`src/rtl/paddle_ctrl_if.sv`:
```
// Joystick-in / paddle-out bundle for paddle_ctrl; clock and reset stay plain ports.
interface paddle_ctrl_if;
    logic       frame_tick;
    logic [9:0] joy_y;
    logic [1:0] joy_btn;
    logic [9:0] paddle_y;
    logic       paddle_valid;
    logic       serve;

    modport master (output frame_tick, joy_y, joy_btn,
                    input  paddle_y, paddle_valid, serve);
    modport slave  (input  frame_tick, joy_y, joy_btn,
                    output paddle_y, paddle_valid, serve);
endinterface

```
`src/rtl/paddle_ctrl.sv`:
```
// Purpose: per-frame joystick-to-paddle position controller with deadzone, boost and serve edge detect.
// Latency: paddle_y/paddle_valid/serve update 3 clocks after the clock that samples frame_tick.
// Backpressure: none; frame_tick is only accepted in IDLE. PADDLE_SMOOTH_EN adds a 4-sample joy_y average.
module paddle_ctrl #(
    parameter int SCREEN_H  = 480,
    parameter int PADDLE_H  = 64,
    parameter int CENTER    = 512,
    parameter int DEADZONE  = 64,
    parameter int MAX_SPEED = 8
) (
    input  logic           clk50M,
    input  logic           rst_n,
    paddle_ctrl_if.slave   io
);
    localparam logic [9:0]  Y_MAX   = 10'(SCREEN_H - PADDLE_H);
    localparam logic [9:0]  Y_RST   = 10'((SCREEN_H - PADDLE_H) / 2);
    localparam logic [11:0] SPD_MAX = 12'(MAX_SPEED);
    localparam logic [11:0] SPD_BST = 12'(2 * MAX_SPEED);

    typedef enum logic [1:0] {IDLE, CAPTURE, COMPUTE, APPLY} state_t;

    state_t      state;
    logic [1:0]  cap_btn;
    logic        btn0_prev;
    logic [11:0] spd;
    logic        up;
    logic [9:0]  y_q;
    logic        vld_q;
    logic        serve_q;
    logic [9:0]  sample;

`ifdef PADDLE_SMOOTH_EN
    logic [9:0]  hist [4];
    logic [11:0] hist_sum;

    assign hist_sum = 12'(hist[0]) + 12'(hist[1]) + 12'(hist[2]) + 12'(hist[3]);
    assign sample   = 10'(hist_sum >> 2);
`else
    logic [9:0]  cap_y;

    assign sample = cap_y;
`endif

    logic signed [10:0] d;
    logic [10:0]        abs_d;
    logic [11:0]        base;
    logic [11:0]        spd_next;

    always_comb begin
        d        = $signed({1'b0, sample}) - $signed(11'(CENTER));
        abs_d    = d[10] ? 11'(-d) : 11'(d);
        base     = 12'((abs_d - 11'(DEADZONE)) >> 5) + 12'd1;
        if (base > SPD_MAX) base = SPD_MAX;
        spd_next = '0;
        if (abs_d > 11'(DEADZONE)) begin
            if (cap_btn[1]) spd_next = ((base << 1) > SPD_BST) ? SPD_BST : (base << 1);
            else            spd_next = base;
        end
    end

    // Position is widened to signed 12 bits so an overshoot past either edge clamps instead of wrapping.
    logic signed [11:0] pos;
    logic [9:0]         y_next;

    always_comb begin
        pos = up ? ($signed({2'b00, y_q}) - $signed(spd))
                 : ($signed({2'b00, y_q}) + $signed(spd));
        if (pos < 12'sd0)                          y_next = '0;
        else if (pos > $signed({2'b00, Y_MAX}))    y_next = Y_MAX;
        else                                       y_next = pos[9:0];
    end

    always_ff @(posedge clk50M or negedge rst_n) begin
        if (!rst_n) begin
            state     <= IDLE;
            cap_btn   <= '0;
            btn0_prev <= 1'b0;
            spd       <= '0;
            up        <= 1'b0;
            y_q       <= Y_RST;
            vld_q     <= 1'b0;
            serve_q   <= 1'b0;
`ifdef PADDLE_SMOOTH_EN
            for (int i = 0; i < 4; i++) hist[i] <= 10'(CENTER);
`else
            cap_y     <= '0;
`endif
        end else begin
            vld_q   <= 1'b0;
            serve_q <= 1'b0;
            case (state)
                IDLE: begin
                    if (io.frame_tick) state <= CAPTURE;
                end
                CAPTURE: begin
                    cap_btn   <= io.joy_btn;
                    btn0_prev <= cap_btn[0];
`ifdef PADDLE_SMOOTH_EN
                    hist[0] <= io.joy_y;
                    for (int i = 1; i < 4; i++) hist[i] <= hist[i-1];
`else
                    cap_y   <= io.joy_y;
`endif
                    state <= COMPUTE;
                end
                COMPUTE: begin
                    spd   <= spd_next;
                    up    <= (d > 11'sd0);
                    state <= APPLY;
                end
                APPLY: begin
                    y_q     <= y_next;
                    vld_q   <= 1'b1;
                    serve_q <= cap_btn[0] & ~btn0_prev;
                    state   <= IDLE;
                end
                default: state <= IDLE;
            endcase
        end
    end

    assign io.paddle_y     = y_q;
    assign io.paddle_valid = vld_q;
    assign io.serve        = serve_q;
endmodule

```
`src/flat_wrapper.sv`:
```
// flat-port wrapper written by rule: the top's interface ports become plain ports
module paddle_ctrl_flat 
#(
    parameter int SCREEN_H  = 480,
    parameter int PADDLE_H  = 64,
    parameter int CENTER    = 512,
    parameter int DEADZONE  = 64,
    parameter int MAX_SPEED = 8
)
  (clk50M, rst_n, io_frame_tick, io_joy_y, io_joy_btn, io_paddle_y, io_paddle_valid, io_serve);
  paddle_ctrl_if io_i ();
  input  logic clk50M;
  input  logic rst_n;
  input wire logic [$bits(io_i.frame_tick)-1:0] io_frame_tick;
  input wire logic [$bits(io_i.joy_y)-1:0] io_joy_y;
  input wire logic [$bits(io_i.joy_btn)-1:0] io_joy_btn;
  output wire logic [$bits(io_i.paddle_y)-1:0] io_paddle_y;
  output wire logic [$bits(io_i.paddle_valid)-1:0] io_paddle_valid;
  output wire logic [$bits(io_i.serve)-1:0] io_serve;
  assign io_i.frame_tick = io_frame_tick;
  assign io_i.joy_y = io_joy_y;
  assign io_i.joy_btn = io_joy_btn;
  assign io_paddle_y = io_i.paddle_y;
  assign io_paddle_valid = io_i.paddle_valid;
  assign io_serve = io_i.serve;
  paddle_ctrl #(.SCREEN_H(SCREEN_H), .PADDLE_H(PADDLE_H), .CENTER(CENTER), .DEADZONE(DEADZONE), .MAX_SPEED(MAX_SPEED)) u_core (.clk50M(clk50M), .rst_n(rst_n), .io(io_i));
endmodule
```
`config.mk`:
```
export PLATFORM = sky130hd
export DESIGN_NAME = paddle_ctrl_flat
export DESIGN_NICKNAME = d
export VERILOG_FILES = /design/src/rtl/paddle_ctrl_if.sv /design/src/rtl/paddle_ctrl.sv /design/src/flat_wrapper.sv
export SDC_FILE = /design/constraint.sdc
export NUM_CORES = 1
export LEC_CHECK = 0
export CORE_ASPECT_RATIO = 1.25
export CORE_MARGIN = 1
export CORE_UTILIZATION = 45
export CTS_BUF_LIST = sky130_fd_sc_hd__clkbuf_4
export DETAILED_ROUTE_END_ITERATION = 16
export GPL_ROUTABILITY_DRIVEN = 1
export PLACE_DENSITY = 0.65
export REMOVE_ABC_BUFFERS = 1
export SETUP_SLACK_MARGIN = 0.5
export SLEW_MARGIN = 20
export SYNTH_ARGS = -nofsm -noshare
export SYNTH_HDL_FRONTEND = slang
export SYNTH_SLANG_ARGS = --single-unit
```
`constraint.sdc`:
```
create_clock -name clk50M -period 5.1 [get_ports clk50M]
set_clock_uncertainty 0.1 [all_clocks]
set_input_delay 0.765 -clock clk50M [delete_from_list [all_inputs] [get_ports clk50M]]
set_output_delay 0.765 -clock clk50M [all_outputs]
set_load 0.1 [all_outputs]
```
==> metrics.md <==
| Metric | Value |
|---|---|
| Insertion delay to the later sink of the worst-skew pair | `350 ps` |
| Core area | `0.005818 sq mm` |
| Vias/cell | `5.813` |
| Setup slack after layout | `1253 ps` |
| Vias in the first global route | `2141` |
| CTS Hold Bufs | `0` |
| Post-synth ARST share | `100.0%` |
| Cell Area, Placed | `0.002994 sq mm` |
| CTS Buf Count | `5` |
| Fin nets | `351` |
| Synth Warn # | `0` |
| Worst hold slack | `331.9 ps` |
| CP Max Fanout | `5` |
| Max Cap Violations | `0` |
| H-tree levels | `2` |
| Area grow syn2layout | `13.44%` |
| WL/cell | `14.99 um` |
| Yosys cell types | `62` |
| Cell count after synthesis | `291` |
| Final Cycle Share | `75.44%` |
| Critical Path RT | `5260 ps` |
| Die Y | `88.75 um` |
| Crit path cell chain | `inv_1, ha_1, nor4b_4, nor2b_1, nor2_1, xor2_1, inv_1, ha_1, a211o_1, a2111oi_0, o22ai_1, nor3_4, nand3_2, o221ai_1` |
| Drt total wl | `5.695 mm` |
| Initial antenna violation count | `0` |
| Starting Density | `46.56%` |
| Residual DRC | `1` |
| Seq/Total Area, Yosys | `34.32%` |
| Slew headroom | `35.27%` |
| Final TNS setup | `0 ps` |
| Critical path endpoint category | `flop` |
| Slew Viols, Final | `0` |
| Minimum clock period | `3847 ps` |
| Slowest stage delay, CP | `420 ps` |
| Diodes inserted | `0` |
| Gpl congestion | `0.8439` |
| Vias | `2209` |
| Iter 0 DRT Violations | `117` |
| Global Route Usage Sum | `19.94%` |
| I/O Buffers | `26` |
| CTS max path bufs | `2` |
| Ports | `27` |
| Startpoint Class | `flop` |
| CP max stage cell | `dfrtp_1` |
| Worst Tran Pin Value | `967.9 ps` |
| Setup bufs post-CTS | `0` |
| Final setup violation count | `0` |
| CTS tree | `yes` |
| First-pass GRT wire length | `9.804 mm` |
| Avg Cell Area, Syn | `9.309 sq um` |
| Largest net degree at the start of global routing | `38` |
| Mapped cell area | `0.002709 sq mm` |
| Setup WS pre-CTS | `1274 ps` |
| Arr. time, crit path | `4010 ps` |
| RSZ-0062 raised after global routing | `no` |
| Post-cts resize count | `0` |
| Row Count | `31` |
| Dpl hpwl | `4.329 mm` |
| Status | `finished with violations` |
| Die width | `71.40 um` |
| Setup CP Type | `reg -> reg` |
| Failing checks | `design-rule violations` |
| Post-route antenna net violation count | `0` |
| Share of cells above drive strength 1 | `10.19%` |
| Clk pin slew, worst setup/hold paths | `110 ps` |
| HP Class | `reg -> reg` |
| Flops & latches, synth | `37` |
| Finished Cell Area | `0.003073 sq mm` |
| Clk sinks | `37` |
| Die Area | `0.006336 sq mm` |
| Most used flip-flop cell after synthesis | `dfrtp_1` |
| Fin. Hold Viols | `0` |
| Post-synth EDFFs | `0` |
| Clock tree root driver cell | `clkbuf_4` |
| FMAX | `259.9 MHz` |
| Grt ovf | `0` |
| Drt first pass iters | `10` |
final timing paths:
check,startpoint,end,slack [ps],cells after the start
min reg2reg,u_core.btn0_prev$_DFFE_PN0N_,u_core.io.serve$_DFF_PN0_,330,1
max,u_core.cap_y[0]$_DFFE_PN0N_,u_core.spd[2]$_DFFE_PN0P_,1250,14
max reg2reg,u_core.cap_y[0]$_DFFE_PN0N_,u_core.spd[2]$_DFFE_PN0P_,1250,14
max in group asynchronous,rst_n,u_core.cap_y[6]$_DFFE_PN0N_,3950,1
min,u_core.btn0_prev$_DFFE_PN0N_,u_core.io.serve$_DFF_PN0_,330,1
min in group asynchronous,rst_n,u_core.spd[0]$_DFFE_PN0P_,410,1
flip-flops by register name, summed over array words and instances (netlist names):
name and count:
u_core.btn0_prev 1, u_core.cap_btn 2, u_core.cap_y 10, u_core.io.paddle_valid 1
u_core.io.paddle_y 10, u_core.io.serve 1, u_core.spd 9, u_core.state 2
u_core.up 1
area by class of cell:
class                      count  area (sq um)
fill                         548          2745
multi-input combinational    213          1614
sequential                    37         929.6
timing repair buffer          26         255.2
inverter                      30         112.6
tap                           66         82.58
clock buffer                   6         45.04
clock inverter                 2         33.78
routing by layer:
layer  vias to the layer above  track usage, %  share of wire, %
li1                       1080               -                 -
met1                      1071           21.95                44
met2                        46           38.18                52
met3                        12           3.189               2.2
met4                         0           7.818               2.3
met5                         -               0                 0
cell usage in the layout, fill, tap and decap left out, types with 2 or more instances in the layout:
master | synthesis | final
a211oi_1 | 3 | 3
a21boi_0 | 2 | 2
a21o_1 | 6 | 6
a21oi_1 | 17 | 17
a31o_2 | 2 | 2
a31oi_1 | 2 | 2
and2_1 | 4 | 4
and3_1 | 3 | 3
clkbuf_4 | 0 | 6
clkdlybuf4s50_1 | 0 | 25
dfrtp_1 | 34 | 34
dfstp_2 | 3 | 3
ha_1 | 22 | 22
inv_1 | 30 | 30
mux2_2 | 10 | 10
mux2i_1 | 5 | 5
nand2_1 | 15 | 15
nand3_1 | 6 | 6
nand3_2 | 2 | 2
nand4_1 | 3 | 3
nor2_1 | 21 | 21
nor2b_1 | 7 | 7
nor3_1 | 7 | 7
o2111ai_1 | 2 | 2
o211ai_1 | 3 | 3
o21a_1 | 4 | 4
o21ai_0 | 7 | 7
o221ai_1 | 3 | 3
o22ai_1 | 10 | 10
xnor2_1 | 13 | 13
xor2_1 | 5 | 5
cells in the mapped netlist (5+ instances only):
| master | n | share of area [%] |
|---|---|---|
| nand2_1 | 15 | 2.1 |
| a21o_1 | 6 | 1.7 |
| clkbuf_1 | 6 | 0.83 |
| inv_1 | 30 | 4.2 |
| a21oi_1 | 17 | 3.1 |
| mux2_2 | 10 | 4.2 |
| nand3_1 | 6 | 1.1 |
| nor2_1 | 21 | 2.9 |
| nor2b_1 | 7 | 1.6 |
| ha_1 | 22 | 10 |
| xor2_1 | 5 | 1.6 |
| dfrtp_1 | 34 | 31 |
| xnor2_1 | 13 | 4.2 |
| o22ai_1 | 10 | 2.3 |
| mux2i_1 | 5 | 1.8 |
| o21ai_0 | 7 | 1.3 |
| nor3_1 | 7 | 1.3 |
kinds of logic (layout without fill, tap and decap cells):
| family | Yosys count | count (layout) | share of synthesized area [%] |
|---|---|---|---|
| AOI/OAI and AO/OA | 76 | 76 | 19.45 |
| adders and majority gates | 23 | 23 | 10.90 |
| muxes | 15 | 15 | 6.005 |
| xor gates and xnor gates | 20 | 20 | 7.252 |
| and+or+nand+nor | 79 | 79 | 15.98 |
| buffers and inverters | 41 | 64 | 6.097 |
| DFF | 37 | 37 | 34.32 |
metrics by stage:
stage | cells | util [%]
4_1_cts | 380 | 52.82
6_report | 380 | 52.82
2_1_floorplan | 280 | -
3_5_place_dp | 372 | 51.46
5_1_grt | 380 | 52.82
3_3_place_gp | 372 | 51.46
worst max-delay path, delay by kind of cell (launching register included):
family          cells  cell delay, ps
simple gates        5            1090
compound gates      4            1060
xor+xnor            1             280
flops               1             420
buf+inv             2             260
fa+ha+maj           2             530
Power is not shown: default switching activity piles up to over one toggle a cycle in this logic, so the estimate is an artifact.
